$ cat src/rtl/avst_word_rx.sv
// Byte-wide Avalon-ST receiver that packs fixed-length MSB-first packets into one word,
// holds the word on a valid/ready port, and flags and counts packets of the wrong length.
module avst_word_rx #(
  parameter int WORD_BYTES = 4
) (
  input  logic                    clk,
  input  logic                    reset,
  input  logic [7:0]              data_in,
  input  logic                    end_in,
  input  logic                    valid_in,
  output logic                    ready_in,
  output logic [8*WORD_BYTES-1:0] word_out,
  output logic                    word_valid,
  input  logic                    word_ready,
  output logic                    len_err,
  output logic [15:0]             pkt_count,
  output logic [15:0]             err_count
);

  localparam int W  = 8 * WORD_BYTES;
  localparam int CW = $clog2(WORD_BYTES);
  localparam logic [CW-1:0] LAST_IDX = CW'(WORD_BYTES - 1);

  typedef enum logic [1:0] {
    COLLECT = 2'd0,
    DRAIN   = 2'd1,
    HOLD    = 2'd2
  } state_t;

  state_t        state_q, state_d;
  logic [CW-1:0] cnt_q, cnt_d;
  logic [W-1:0]  acc_q, acc_d;
  logic [W-1:0]  word_q, word_d;
  logic          wordValid_q, wordValid_d;
  logic          ready_q, ready_d;
  logic          lenErr_q, lenErr_d;
  logic [15:0]   pktCount_q, pktCount_d;
  logic [15:0]   errCount_q, errCount_d;

  logic          beat;
  logic [W-1:0]  accShifted;
  logic [15:0]   pktCountInc;
  logic [15:0]   errCountInc;

  assign beat        = valid_in && ready_q;
  assign accShifted  = {acc_q[W-9:0], data_in};
  assign pktCountInc = (pktCount_q == 16'hFFFF) ? pktCount_q : pktCount_q + 16'd1;
  assign errCountInc = (errCount_q == 16'hFFFF) ? errCount_q : errCount_q + 16'd1;

  // Synchronous reset drops any partial packet or held word without counting it.
  always_ff @(posedge clk) begin
    if (reset) begin
      state_q     <= COLLECT;
      cnt_q       <= '0;
      acc_q       <= '0;
      word_q      <= '0;
      wordValid_q <= 1'b0;
      ready_q     <= 1'b1;
      lenErr_q    <= 1'b0;
      pktCount_q  <= '0;
      errCount_q  <= '0;
    end else begin
      state_q     <= state_d;
      cnt_q       <= cnt_d;
      acc_q       <= acc_d;
      word_q      <= word_d;
      wordValid_q <= wordValid_d;
      ready_q     <= ready_d;
      lenErr_q    <= lenErr_d;
      pktCount_q  <= pktCount_d;
      errCount_q  <= errCount_d;
    end
  end

  always_comb begin
    state_d     = state_q;
    cnt_d       = cnt_q;
    acc_d       = acc_q;
    word_d      = word_q;
    wordValid_d = wordValid_q;
    ready_d     = ready_q;
    lenErr_d    = 1'b0;
    pktCount_d  = pktCount_q;
    errCount_d  = errCount_q;

    unique case (state_q)
      COLLECT: begin
        if (beat) begin
          acc_d = accShifted;
          if (end_in) begin
            cnt_d = '0;
            if (cnt_q == LAST_IDX) begin
              word_d      = accShifted;
              wordValid_d = 1'b1;
              ready_d     = 1'b0;
              state_d     = HOLD;
            end else begin
              lenErr_d   = 1'b1;
              errCount_d = errCountInc;
            end
          end else if (cnt_q == LAST_IDX) begin
            // Full word seen with no end marker: swallow the rest of the packet.
            cnt_d   = '0;
            state_d = DRAIN;
          end else begin
            cnt_d = cnt_q + CW'(1);
          end
        end
      end

      DRAIN: begin
        if (beat && end_in) begin
          lenErr_d   = 1'b1;
          errCount_d = errCountInc;
          state_d    = COLLECT;
        end
      end

      HOLD: begin
        if (word_ready) begin
          wordValid_d = 1'b0;
          ready_d     = 1'b1;
          pktCount_d  = pktCountInc;
          state_d     = COLLECT;
        end
      end

      default: begin
        state_d = COLLECT;
        cnt_d   = '0;
        ready_d = 1'b1;
      end
    endcase
  end

  assign ready_in   = ready_q;
  assign word_out   = word_q;
  assign word_valid = wordValid_q;
  assign len_err    = lenErr_q;
  assign pkt_count  = pktCount_q;
  assign err_count  = errCount_q;

endmodule

$ cat config.mk
export PLATFORM = sky130hd
export DESIGN_NAME = avst_word_rx
export DESIGN_NICKNAME = d
export VERILOG_FILES = /design/src/rtl/avst_word_rx.sv
export SDC_FILE = /design/constraint.sdc
export NUM_CORES = 1
export LEC_CHECK = 0
export ABC_CLOCK_PERIOD_IN_PS = 5000
export CAP_MARGIN = 20
export CORE_MARGIN = 1.5
export CORE_UTILIZATION = 50
export CTS_CLUSTER_DIAMETER = 150
export DETAILED_ROUTE_END_ITERATION = 10
export PLACE_DENSITY = 0.78
export SYNTH_ARGS = -nofsm -noshare
export SYNTH_HDL_FRONTEND = slang
export SYNTH_SLANG_ARGS = --single-unit
export TNS_END_PERCENT = 10
$ cat constraint.sdc
create_clock -name clk -period 5 [get_ports clk]
set_clock_uncertainty 0.2 [all_clocks]
set_input_delay 0.5 -clock clk [delete_from_list [all_inputs] [get_ports clk]]
set_output_delay 0.5 -clock clk [all_outputs]
set_load 0.01 [all_outputs]
==> reports/metrics.yaml, run 1 <==
logic_synthesis:
  synth_cell_types: 52
  ys_warn_count: 0
  syn_area_mm2: 0.00405
  yosysTopAreaCell: "dfxtp_1"
  synthFlopType: "dfxtp_1"
  synth_seq_cells: 95
  yosys-top-cells-area: "dfxtp_1 (47%), nand2_1 (12%), a21oi_1 (9.8%), o31ai_1 (2.4%), mux2_2 (2.2%)"
  synth-edff-count: 0
  ys_seq_area_frac: 0.469
  synthDominantCellAreaShare: 0.469
  synthArstFlopShare: 0
  syn_nets: 512
  synthCells: 493
  syn-mean-instance-area_um2: 8.22
setup_path:
  crit_family: "simple AND/OR/NAND/NOR gates"
  cpMaxStageDelayCell: "and2_1"
  worstSetupPathType: "reg -> reg"
  cp_num_buf_inv: 1
  timing.critical_path.slowest_cell_delay_ns: 0.95
  cp-startpoint: "state_q[1]$_SDFFE_PP0P_"
  crit_chain: "inv_1, ha_1, and3_1, and2_1, nand2_1, a21oi_1"
  path_max_fanout: 33
  timing.rr.start: "state_q[1]$_SDFFE_PP0P_"
  crit_arrival_ns: 3.13
  cp-end-kind: "flop"
  required_ns: 5.09
  cp.depth: 6
  ff2ff_path_depth: 6
  startpoint_type: "flop"
  crit_end: "word_out[30]$_SDFFE_PP0P_"
  timing.rr.end: "word_out[30]$_SDFFE_PP0P_"
  reg2reg_slack_ns: 1.96
drt:
  routed_wl_um: 8930
  drtIter0Drc: 181
  final_antenna_net_count: 0
  drcViolationCount: 0
  wl_per_cell_um: 13.4
  drt-pass1-iter-count: 5
  vias_per_cell: 5.53
  num_vias: 3670
global_route:
  grt_use_total: 0.211
  grt_max_degree: 102
  grt_pass1_vias: 3346
  antenna_found_initial: 0
  grt_pass1_wl_um: 14900
  grt_overflow: 0
clock_network:
  ctsResizeCount: 0
  post_cts_buffers: 0
  root_buffer: "clkbuf_8"
  cts_tree: "built"
  cts_hold_buf: 0
  clkSinkCount: 95
  clkLatencyLatePin_ns: 0.36
  path_clk_slew_ns: 0.10
  htree_levels: 3
  cts_made_buffers: 9
  cts_buffer_depth: 2
pwr:
  ir_drop_mv: 0.154
  p_per_area_mw_per_mm2: 266
  leakagePower_uw: 0.00168
  finalPower_uw: 1350
job:
  maxCapViolCount: 0
floorplan:
  ios: 80
  rows: 32
  fp.dieW_um: 93.0
  design.die.area_mm2: 0.00866
  core_mm2: 0.00781
  die_h_um: 93.0
  start_util: 0.519
sta:
  setup_tns_ns: 0
  fmax_mhz: 329
  hold_viol: 0
  setup_violations: 0
  min_period_ns: 3.04
  finalCritPeriodShare: 0.608
  slew_viol_final: 0
  rsz0062_at_grt: "false"
  worstMarginPinSlew_ns: 1.07
  relSlewSlack: 0.284
cells_and_area:
  nets: 576
  antenna_cells: 0
  ff_latch_area_mm2: 0.00190
  drive_above_1_share: 0.0623
  fillCellCount: 669
  area_delta_synth_final_pct: 25.4
  layout_common_cells: "nand2_1 (130), dfxtp_1 (95), a21oi_1 (79)"
  final_common_cell: "nand2_1"
  multiInputGateArea_mm2: 0.00200
place:
  gp_congestion: 0.839
  dp_hpwl_um: 5930
  port_buffers: 79
outcome:
  status: "finished, final reports clean"
worst_hold_path:
  whs_path_depth: 2
  min_path_type: "reg -> reg"
worst min-delay path, cell delays in order (launching register included):
cell	delay, ns
dfxtp_1	0.32
nand2_1	0.05
a21oi_1	0.05
logic make-up after synthesis:
logic type / Yosys count / synth area share
multiplexers: 12 / 0.0321
AND/OR/NAND/NOR: 229 / 0.276
XOR/XNOR: 1 / 0.00216
AO/OA/AOI/OAI: 116 / 0.164
buffers and inverters: 34 / 0.0383
flip-flops: 95 / 0.469
adder cells (fa/ha/maj): 6 / 0.0185
sequential cells by signal, summed over array words and instances (netlist names):
register	count
acc_q	24
cnt_q	2
err_count	16
len_err	1
pkt_count	16
ready_in	1
state_q	2
word_out	32
word_valid	1
worst min path at each step:
stage | start | endpoint | slack, ns
after floorplan | acc_q[16]$_SDFFE_PP0P_ | word_out[24]$_SDFFE_PP0P_ | 0.23
after global placement | acc_q[23]$_SDFFE_PP0P_ | word_out[31]$_SDFFE_PP0P_ | 0.24
after detailed placement | acc_q[17]$_SDFFE_PP0P_ | acc_q[17]$_SDFFE_PP0P_ | 0.25
after CTS | word_out[23]$_SDFFE_PP0P_ | word_out[23]$_SDFFE_PP0P_ | 0.26
after global routing | acc_q[23]$_SDFFE_PP0P_ | word_out[31]$_SDFFE_PP0P_ | 0.28
final | word_out[16]$_SDFFE_PP0P_ | word_out[16]$_SDFFE_PP0P_ | 0.26
power by group:
group / total, uW / internal, uW / switching (uW)
Sequential: 772 / 765 / 7.03
Clock: 521 / 250 / 271
Combinational: 57.7 / 22.0 / 35.8
per-stage QoR:
step                hold WS (ns)  instance area, um^2  worst slack [ns]  utilization  instances
finish                     0.261                 5080              1.96        0.651        664
global route               0.280                 5080              1.59        0.651        664
global placement           0.242                 4840              1.63        0.620        646
CTS                        0.263                 5040              1.87        0.646        662
floorplan                  0.232                 4050              2.88            -        493
detailed placement         0.248                 4840              1.52        0.620        646
synth_stat cells (4+ instances only):
cell type    n
mux2i_1      4
nor2b_1     10
and2_1       6
inv_1        6
o21ai_0      9
and3_1       7
nor2_1      16
ha_1         6
nor4_1       5
nand2_1    130
buf_2        6
nand4_1      8
or3_1        6
nand3_1     12
buf_1        4
a21oi_1     79
o31ai_1     13
dfxtp_1     95
clkbuf_1    15
or4_1       12
mux2_2       8
per-layer routing:
layer / vias to the layer above / track usage / routed length (um)
li1: 1857 / - / -
met1: 1727 / 0.282 / 4400
met2: 75 / 0.334 / 4070
met3: 11 / 0.0301 / 300
met4: 0 / 0.0997 / 158
met5: - / 0 / 0
layout make-up:
class	instances	share of cell area
clock inverters	5	0.0128
inverters	6	0.00443
multi-input cells	364	0.393
well taps	102	0.0251
repair buffers	81	0.163
clock buffers	11	0.0278
flip-flops and latches	95	0.374
No activity file was read; power rests on OpenSTA's default activity.
==> run 2: changes to the inputs <==
- ABC_CLOCK_PERIOD_IN_PS: 5000 -> 2400
- CORE_UTILIZATION: 50 -> 46
- PLACE_DENSITY: 0.78 -> 0.75
- clock period: 5 -> 2.4 ns (I/O delays scaled with it)
==> run 2 against run 1 <==
Non-clock buffer count rose by 13; sequential share of layout area fell by 0.83 points; largest cell class unchanged; cell count is 2.9% higher; register-to-register slack lost 1.8 ns; utilization decreased by 4.9 points; sequential cell count unchanged; setup slack got worse by 1.8 ns; clock power is 120% higher.
==> reports/metrics.yaml, run 2 (synthesis results as in run 1) <==
outcome:
  status: "finished, final reports clean"  # unchanged
drt:
  num_vias: 3684  # was 3670
  wl_per_cell_um: 13.6  # was 13.4 um
  drtIter0Drc: 201  # was 181
  final_antenna_net_count: 0  # unchanged
  drt-pass1-iter-count: 4  # was 5
  drcViolationCount: 0  # unchanged
  vias_per_cell: 5.39  # was 5.53
  routed_wl_um: 9270  # was 8930 um
cells_and_area:
  antenna_cells: 0  # unchanged
  nets: 589  # was 576
  largest_register_ffs: 32  # unchanged
  drive_above_1_share: 0.0870  # was 0.0623
  final_common_cell: "nand2_1"  # unchanged
  area_delta_synth_final_pct: 28.2  # was 25.4%
  fillCellCount: 776  # was 669
  layout_common_cells: "nand2_1 (130), dfxtp_1 (95), a21oi_1 (79)"  # unchanged
setup_path:
  required_ns: 2.49  # was 5.09 ns
  cp-end-kind: "flop"  # unchanged
  cp-startpoint: "state_q[0]$_SDFFE_PP0P_"  # was state_q[1]$_SDFFE_PP0P_
  timing.rr.start: "state_q[0]$_SDFFE_PP0P_"  # was state_q[1]$_SDFFE_PP0P_
  startpoint_type: "flop"  # unchanged
  crit_arrival_ns: 2.31  # was 3.13 ns
  path_max_fanout: 7  # was 33
  ff2ff_path_depth: 6  # unchanged
  worstSetupPathType: "reg -> reg"  # unchanged
floorplan:
  design.die.area_mm2: 0.00938  # was 0.00866 mm^2
  core_mm2: 0.00864  # was 0.00781 mm^2
  rows: 34  # was 32
  start_util: 0.469  # was 0.519
  fp.dieW_um: 96.9  # was 93.0 um
  ios: 80  # unchanged
  die_h_um: 96.9  # was 93.0 um
place:
  pre_cts_ws_ns: 0.0762  # was 1.52 ns
  port_buffers: 79  # unchanged
  dp_hpwl_um: 6300  # was 5930 um
  gp_congestion: 0.843  # was 0.839
global_route:
  grt_pass1_vias: 3453  # was 3346
  grt_max_degree: 54  # was 102
  grt_use_total: 0.196  # was 0.211
  antenna_found_initial: 0  # unchanged
  grt_overflow: 0  # unchanged
  grt_pass1_wl_um: 15600  # was 14900 um
sta:
  slew_viol_final: 0  # unchanged
  relSlewSlack: 0.642  # was 0.284
  worstMarginPinSlew_ns: 0.532  # was 1.07 ns
  rsz0062_at_grt: "false"  # unchanged
  fmax_mhz: 449  # was 329 MHz
  setup_tns_ns: 0  # unchanged
  hold_viol: 0  # unchanged
  setup_violations: 0  # unchanged
  finalCritPeriodShare: 0.927  # was 0.608
  min_period_ns: 2.23  # was 3.04 ns
  worst_slack_ns: 0.174  # was 1.96 ns
pwr:
  p_per_area_mw_per_mm2: 557  # was 266 mW/mm^2
  combPwrFrac: 0.044  # was 0.043
  clkPwrFrac: 0.400  # was 0.386
  swShare: 0.226  # was 0.233
  internal_power_uw: 2240  # was 1040 uW
  ir_drop_mv: 0.360  # was 0.154 mV
  leakagePower_uw: 0.00174  # was 0.00168 uW
  p_sw_uw: 655  # was 314 uW
  seq_power_share: 0.555  # was 0.572
clock_network:
  htree_levels: 3  # unchanged
  cts_made_buffers: 9  # unchanged
  path_clk_slew_ns: 0.09  # was 0.10 ns
  cts_hold_buf: 0  # unchanged
  cts_buffer_depth: 2  # unchanged
  root_buffer: "clkbuf_8"  # unchanged
  clkSinkCount: 95  # unchanged
  clkLatencyLatePin_ns: 0.36  # about the same
  cts_tree: "built"  # unchanged
worst_hold_path:
  whs_path_depth: 2  # unchanged
  worstHoldStart: "reset"  # was word_out[16]$_SDFFE_PP0P_
  min_path_type: "in -> reg"  # was reg -> reg
job:
  maxCapViolCount: 0  # unchanged
-- run 2: changes by cell type in the layout (fill, tap and decap cells not counted), sizes merged --
cell / before / now
clkbuf: 11 / 10
clkinv: 3 / 2
clkinvlp: 0 / 1
buf: 3 / 16
bufinv: 1 / 2
-- run 2: area by class of cell --
class                           count  area [um^2]  area share
Clock buffer                       10          128      0.0246
Timing Repair Buffer               94          913       0.176
Sequential cell                    95         1900       0.366
Tap cell                          108          135      0.0260
Inverter                            6         22.5     0.00433
Clock inverter                      6         93.8      0.0181
Multi-Input combinational cell    364         2000       0.385
-- run 2: critical path, stage by stage, from the launching register on --
cell and delay [ns]:
dfxtp_1 0.33, inv_1 0.09, ha_2 0.25, nand4_1 0.15, or4_4 0.55, or4_1 0.43
a21oi_1 0.15
-- run 2: metrics by stage --
stage	instances	hold slack [ns]	util	instance area, um^2	power, uW
2_1_floorplan	493	0.176	-	4050	1720
6_report	683	0.142	0.602	5200	2900
4_1_cts	683	0.129	0.601	5190	2910
5_1_grt	683	0.159	0.602	5200	2990
3_5_place_dp	667	0.248	0.575	4970	1770
3_3_place_gp	667	0.242	0.575	4970	1770
-- run 2: routing by layer --
layer,global-route usage,vias to the layer above,share of wire
met5,0,-,0
met4,0.0870,0,0.010
met3,0.0376,9,0.040
met2,0.322,73,0.46
met1,0.250,1721,0.49
li1,-,1881,-
-- run 2: timing repair --
item                                    in CTS  in global routing
setup buffers                                0                  0
endpoints found under the setup margin       0                  4
resized for setup                            0                  3
-- run 2: path summary, 6_finish.rpt --
path	endpoint	slack [ns]
max reg2reg	pkt_count[13]$_SDFFE_PP0P_	0.17
min	len_err$_SDFF_PP0_	0.14
min reg2reg	word_out[26]$_SDFFE_PP0P_	0.26
max	pkt_count[13]$_SDFFE_PP0P_	0.17
-- run 2: power groups by stage --
stage / Combinational (uW) / Clock [uW] / Sequential (uW)
floorplan: 74.7 / 0 / 1640
global placement: 125 / 0 / 1640
detailed placement: 128 / 0 / 1640
CTS: 128 / 1180 / 1610
global route: 143 / 1240 / 1610
finish: 129 / 1160 / 1610
==> run 3: changes to the inputs <==
- CTS_BUF_LIST: unset -> sky130_fd_sc_hd__clkbuf_4 sky130_fd_sc_hd__clkbuf_8 sky130_fd_sc_hd__clkbuf_16
==> run 3 against run 2 <==
Die area unchanged; sequential power about the same; clock power about the same; setup slack about the same.
==> reports/metrics.yaml, run 3 (synthesis results as in run 1) <==
outcome:
  status: "finished, final reports clean"  # unchanged
drt:
  final_antenna_net_count: 0  # unchanged
  drt-pass1-iter-count: 4  # unchanged
  num_vias: 3669  # was 3684
  drtIter0Drc: 214  # was 201
  drcViolationCount: 0  # unchanged
  wl_per_cell_um: 13.5  # was 13.6 um
  top_layer: "met4"  # unchanged
  route.met2.wl_um: 4310  # was 4300 um
  wl_met1_um: 4340  # was 4510 um
  vias_per_cell: 5.37  # was 5.39
  routed_wl_um: 9190  # was 9270 um
  wl_met3_um: 428  # was 368 um
global_route:
  grt_max_degree: 54  # unchanged
  grt_overflow: 0  # unchanged
  grt_pass1_wl_um: 15600  # unchanged
  antenna_found_initial: 0  # unchanged
  grt_use_total: 0.196  # unchanged
  grt_pass1_vias: 3452  # was 3453
setup_path:
  ff2ff_path_depth: 6  # unchanged
  required_ns: 2.49  # about the same
  timing.critical_path.slowest_cell_delay_ns: 0.55  # about the same
  reg2reg_slack_ns: 0.17  # about the same
  startpoint_type: "flop"  # unchanged
  crit_chain: "inv_1, ha_2, nand4_1, or4_4, or4_1, a21oi_1"  # unchanged
  path_max_fanout: 7  # unchanged
  worstSetupPathType: "reg -> reg"  # unchanged
  cp-end-kind: "flop"  # unchanged
  cpMaxStageDelayCell: "or4_4"  # unchanged
  timing.rr.start: "state_q[0]$_SDFFE_PP0P_"  # unchanged
  crit_arrival_ns: 2.31  # about the same
  cp_num_buf_inv: 1  # unchanged
  crit_family: "simple AND/OR/NAND/NOR gates"  # unchanged
  timing.rr.end: "pkt_count[13]$_SDFFE_PP0P_"  # unchanged
  cp.depth: 6  # unchanged
worst_hold_path:
  whs_endpoint: "len_err$_SDFF_PP0_"  # unchanged
  whs_path_depth: 2  # unchanged
  min_path_type: "in -> reg"  # unchanged
  worstHoldStart: "reset"  # unchanged
clock_network:
  clkLatencyLatePin_ns: 0.36  # about the same
  cts_tree: "built"  # unchanged
  htree_levels: 3  # unchanged
  cts_made_buffers: 9  # unchanged
  clkSinkCount: 95  # unchanged
  root_buffer: "clkbuf_8"  # unchanged
  ctsResizeCount: 0  # unchanged
  post_cts_buffers: 0  # unchanged
  path_clk_slew_ns: 0.09  # about the same
  cts_hold_buf: 0  # unchanged
  cts_buffer_depth: 2  # unchanged
job:
  maxCapViolCount: 0  # unchanged
cells_and_area:
  design_area_mm2: 0.00520  # about the same
  multiInputGateArea_mm2: 0.00200  # unchanged
  layout_common_cells: "nand2_1 (130), dfxtp_1 (95), a21oi_1 (79)"  # unchanged
  antenna_cells: 0  # unchanged
  finish.utilization: 0.602  # about the same
  largest_register_ffs: 32  # unchanged
  nets: 589  # unchanged
  fillCellCount: 775  # was 776
  final_common_cell: "nand2_1"  # unchanged
  ff_latch_area_mm2: 0.00190  # unchanged
  drive_above_1_share: 0.0887  # was 0.0870
  area_delta_synth_final_pct: 28.3  # was 28.2%
sta:
  fmax_mhz: 449  # about the same
  setup_violations: 0  # unchanged
  min_period_ns: 2.23  # about the same
  finalCritPeriodShare: 0.927  # about the same
  worstMarginPinSlew_ns: 0.532  # about the same
  setup_tns_ns: 0  # unchanged
  rsz0062_at_grt: "false"  # unchanged
  hold_viol: 0  # unchanged
  relSlewSlack: 0.642  # unchanged
  slew_viol_final: 0  # unchanged
pwr:
  internal_power_uw: 2250  # was 2240 uW
  p_per_area_mw_per_mm2: 558  # was 557 mW/mm^2
  combPwrFrac: 0.044  # about the same
  finalPower_uw: 2900  # about the same
  swShare: 0.225  # was 0.226
  clkPwrFrac: 0.402  # was 0.400
  p_sw_uw: 653  # was 655 uW
  ir_drop_mv: 0.360  # about the same
  leakagePower_uw: 0.00174  # about the same
  seq_power_share: 0.554  # was 0.555
floorplan:
  core_mm2: 0.00864  # unchanged
  rows: 34  # unchanged
  start_util: 0.469  # unchanged
  fp.dieW_um: 96.9  # unchanged
  die_h_um: 96.9  # unchanged
  ios: 80  # unchanged
  design.die.area_mm2: 0.00938  # unchanged
place:
  port_buffers: 79  # unchanged
  gp_congestion: 0.843  # unchanged
  place_area_mm2: 0.00497  # unchanged
  dp_hpwl_um: 6300  # unchanged
-- run 3: changes by cell type in the layout (fill, tap and decap cells not counted) --
cell	before	now
clkbuf_1	1	0
clkbuf_4	0	1
-- run 3: power by group through the flow --
| stage | clock [uW] | sequential (uW) | combinational, uW |
|---|---|---|---|
| floorplan | 0 | 1640 | 74.7 |
| global placement | 0 | 1640 | 125 |
| detailed placement | 0 | 1640 | 128 |
| CTS | 1190 | 1610 | 128 |
| global route | 1250 | 1610 | 143 |
| finish | 1170 | 1610 | 128 |
-- run 3: cell type report --
class,instances,share of cell area
Tap cell,108,0.0260
Clock inverter,6,0.0180
Multi-Input combinational cell,364,0.385
Inverter,6,0.00433
Timing Repair Buffer,94,0.176
Sequential cell,95,0.366
Clock buffer,10,0.0253
-- run 3: metrics by stage --
stage / hold WS [ns] / std cells / worst slack [ns]
2_1_floorplan: 0.176 / 493 / 0.276
3_3_place_gp: 0.242 / 667 / 0.131
3_5_place_dp: 0.248 / 667 / 0.0762
4_1_cts: 0.129 / 683 / 0.144
5_1_grt: 0.159 / 683 / 0.0138
6_report: 0.134 / 683 / 0.175
-- run 3: worst reg2reg max path, cell delays in order, from the launching register on --
cell	delay (ns)
dfxtp_1	0.33
inv_1	0.09
ha_2	0.25
nand4_1	0.15
or4_4	0.55
or4_1	0.43
a21oi_1	0.15
-- run 3: worst max path at each step --
stage / startpoint / end / slack, ns
after floorplan: state_q[0]$_SDFFE_PP0P_ / err_count[11]$_SDFFE_PP0P_ / 0.28
after global placement: word_ready / pkt_count[13]$_SDFFE_PP0P_ / 0.13
after detailed placement: word_ready / pkt_count[13]$_SDFFE_PP0P_ / 0.08
after CTS: state_q[0]$_SDFFE_PP0P_ / pkt_count[13]$_SDFFE_PP0P_ / 0.14
after global routing: state_q[0]$_SDFFE_PP0P_ / err_count[4]$_SDFFE_PP0P_ / 0.01
final: state_q[0]$_SDFFE_PP0P_ / pkt_count[13]$_SDFFE_PP0P_ / 0.17
-- run 3: layer usage --
| metal | track usage | up-vias |
|---|---|---|
| met2 | 0.321 | 84 |
| met4 | 0.0870 | 0 |
| met1 | 0.250 | 1694 |
| met5 | 0 | - |
| met3 | 0.0376 | 8 |
| li1 | - | 1883 |
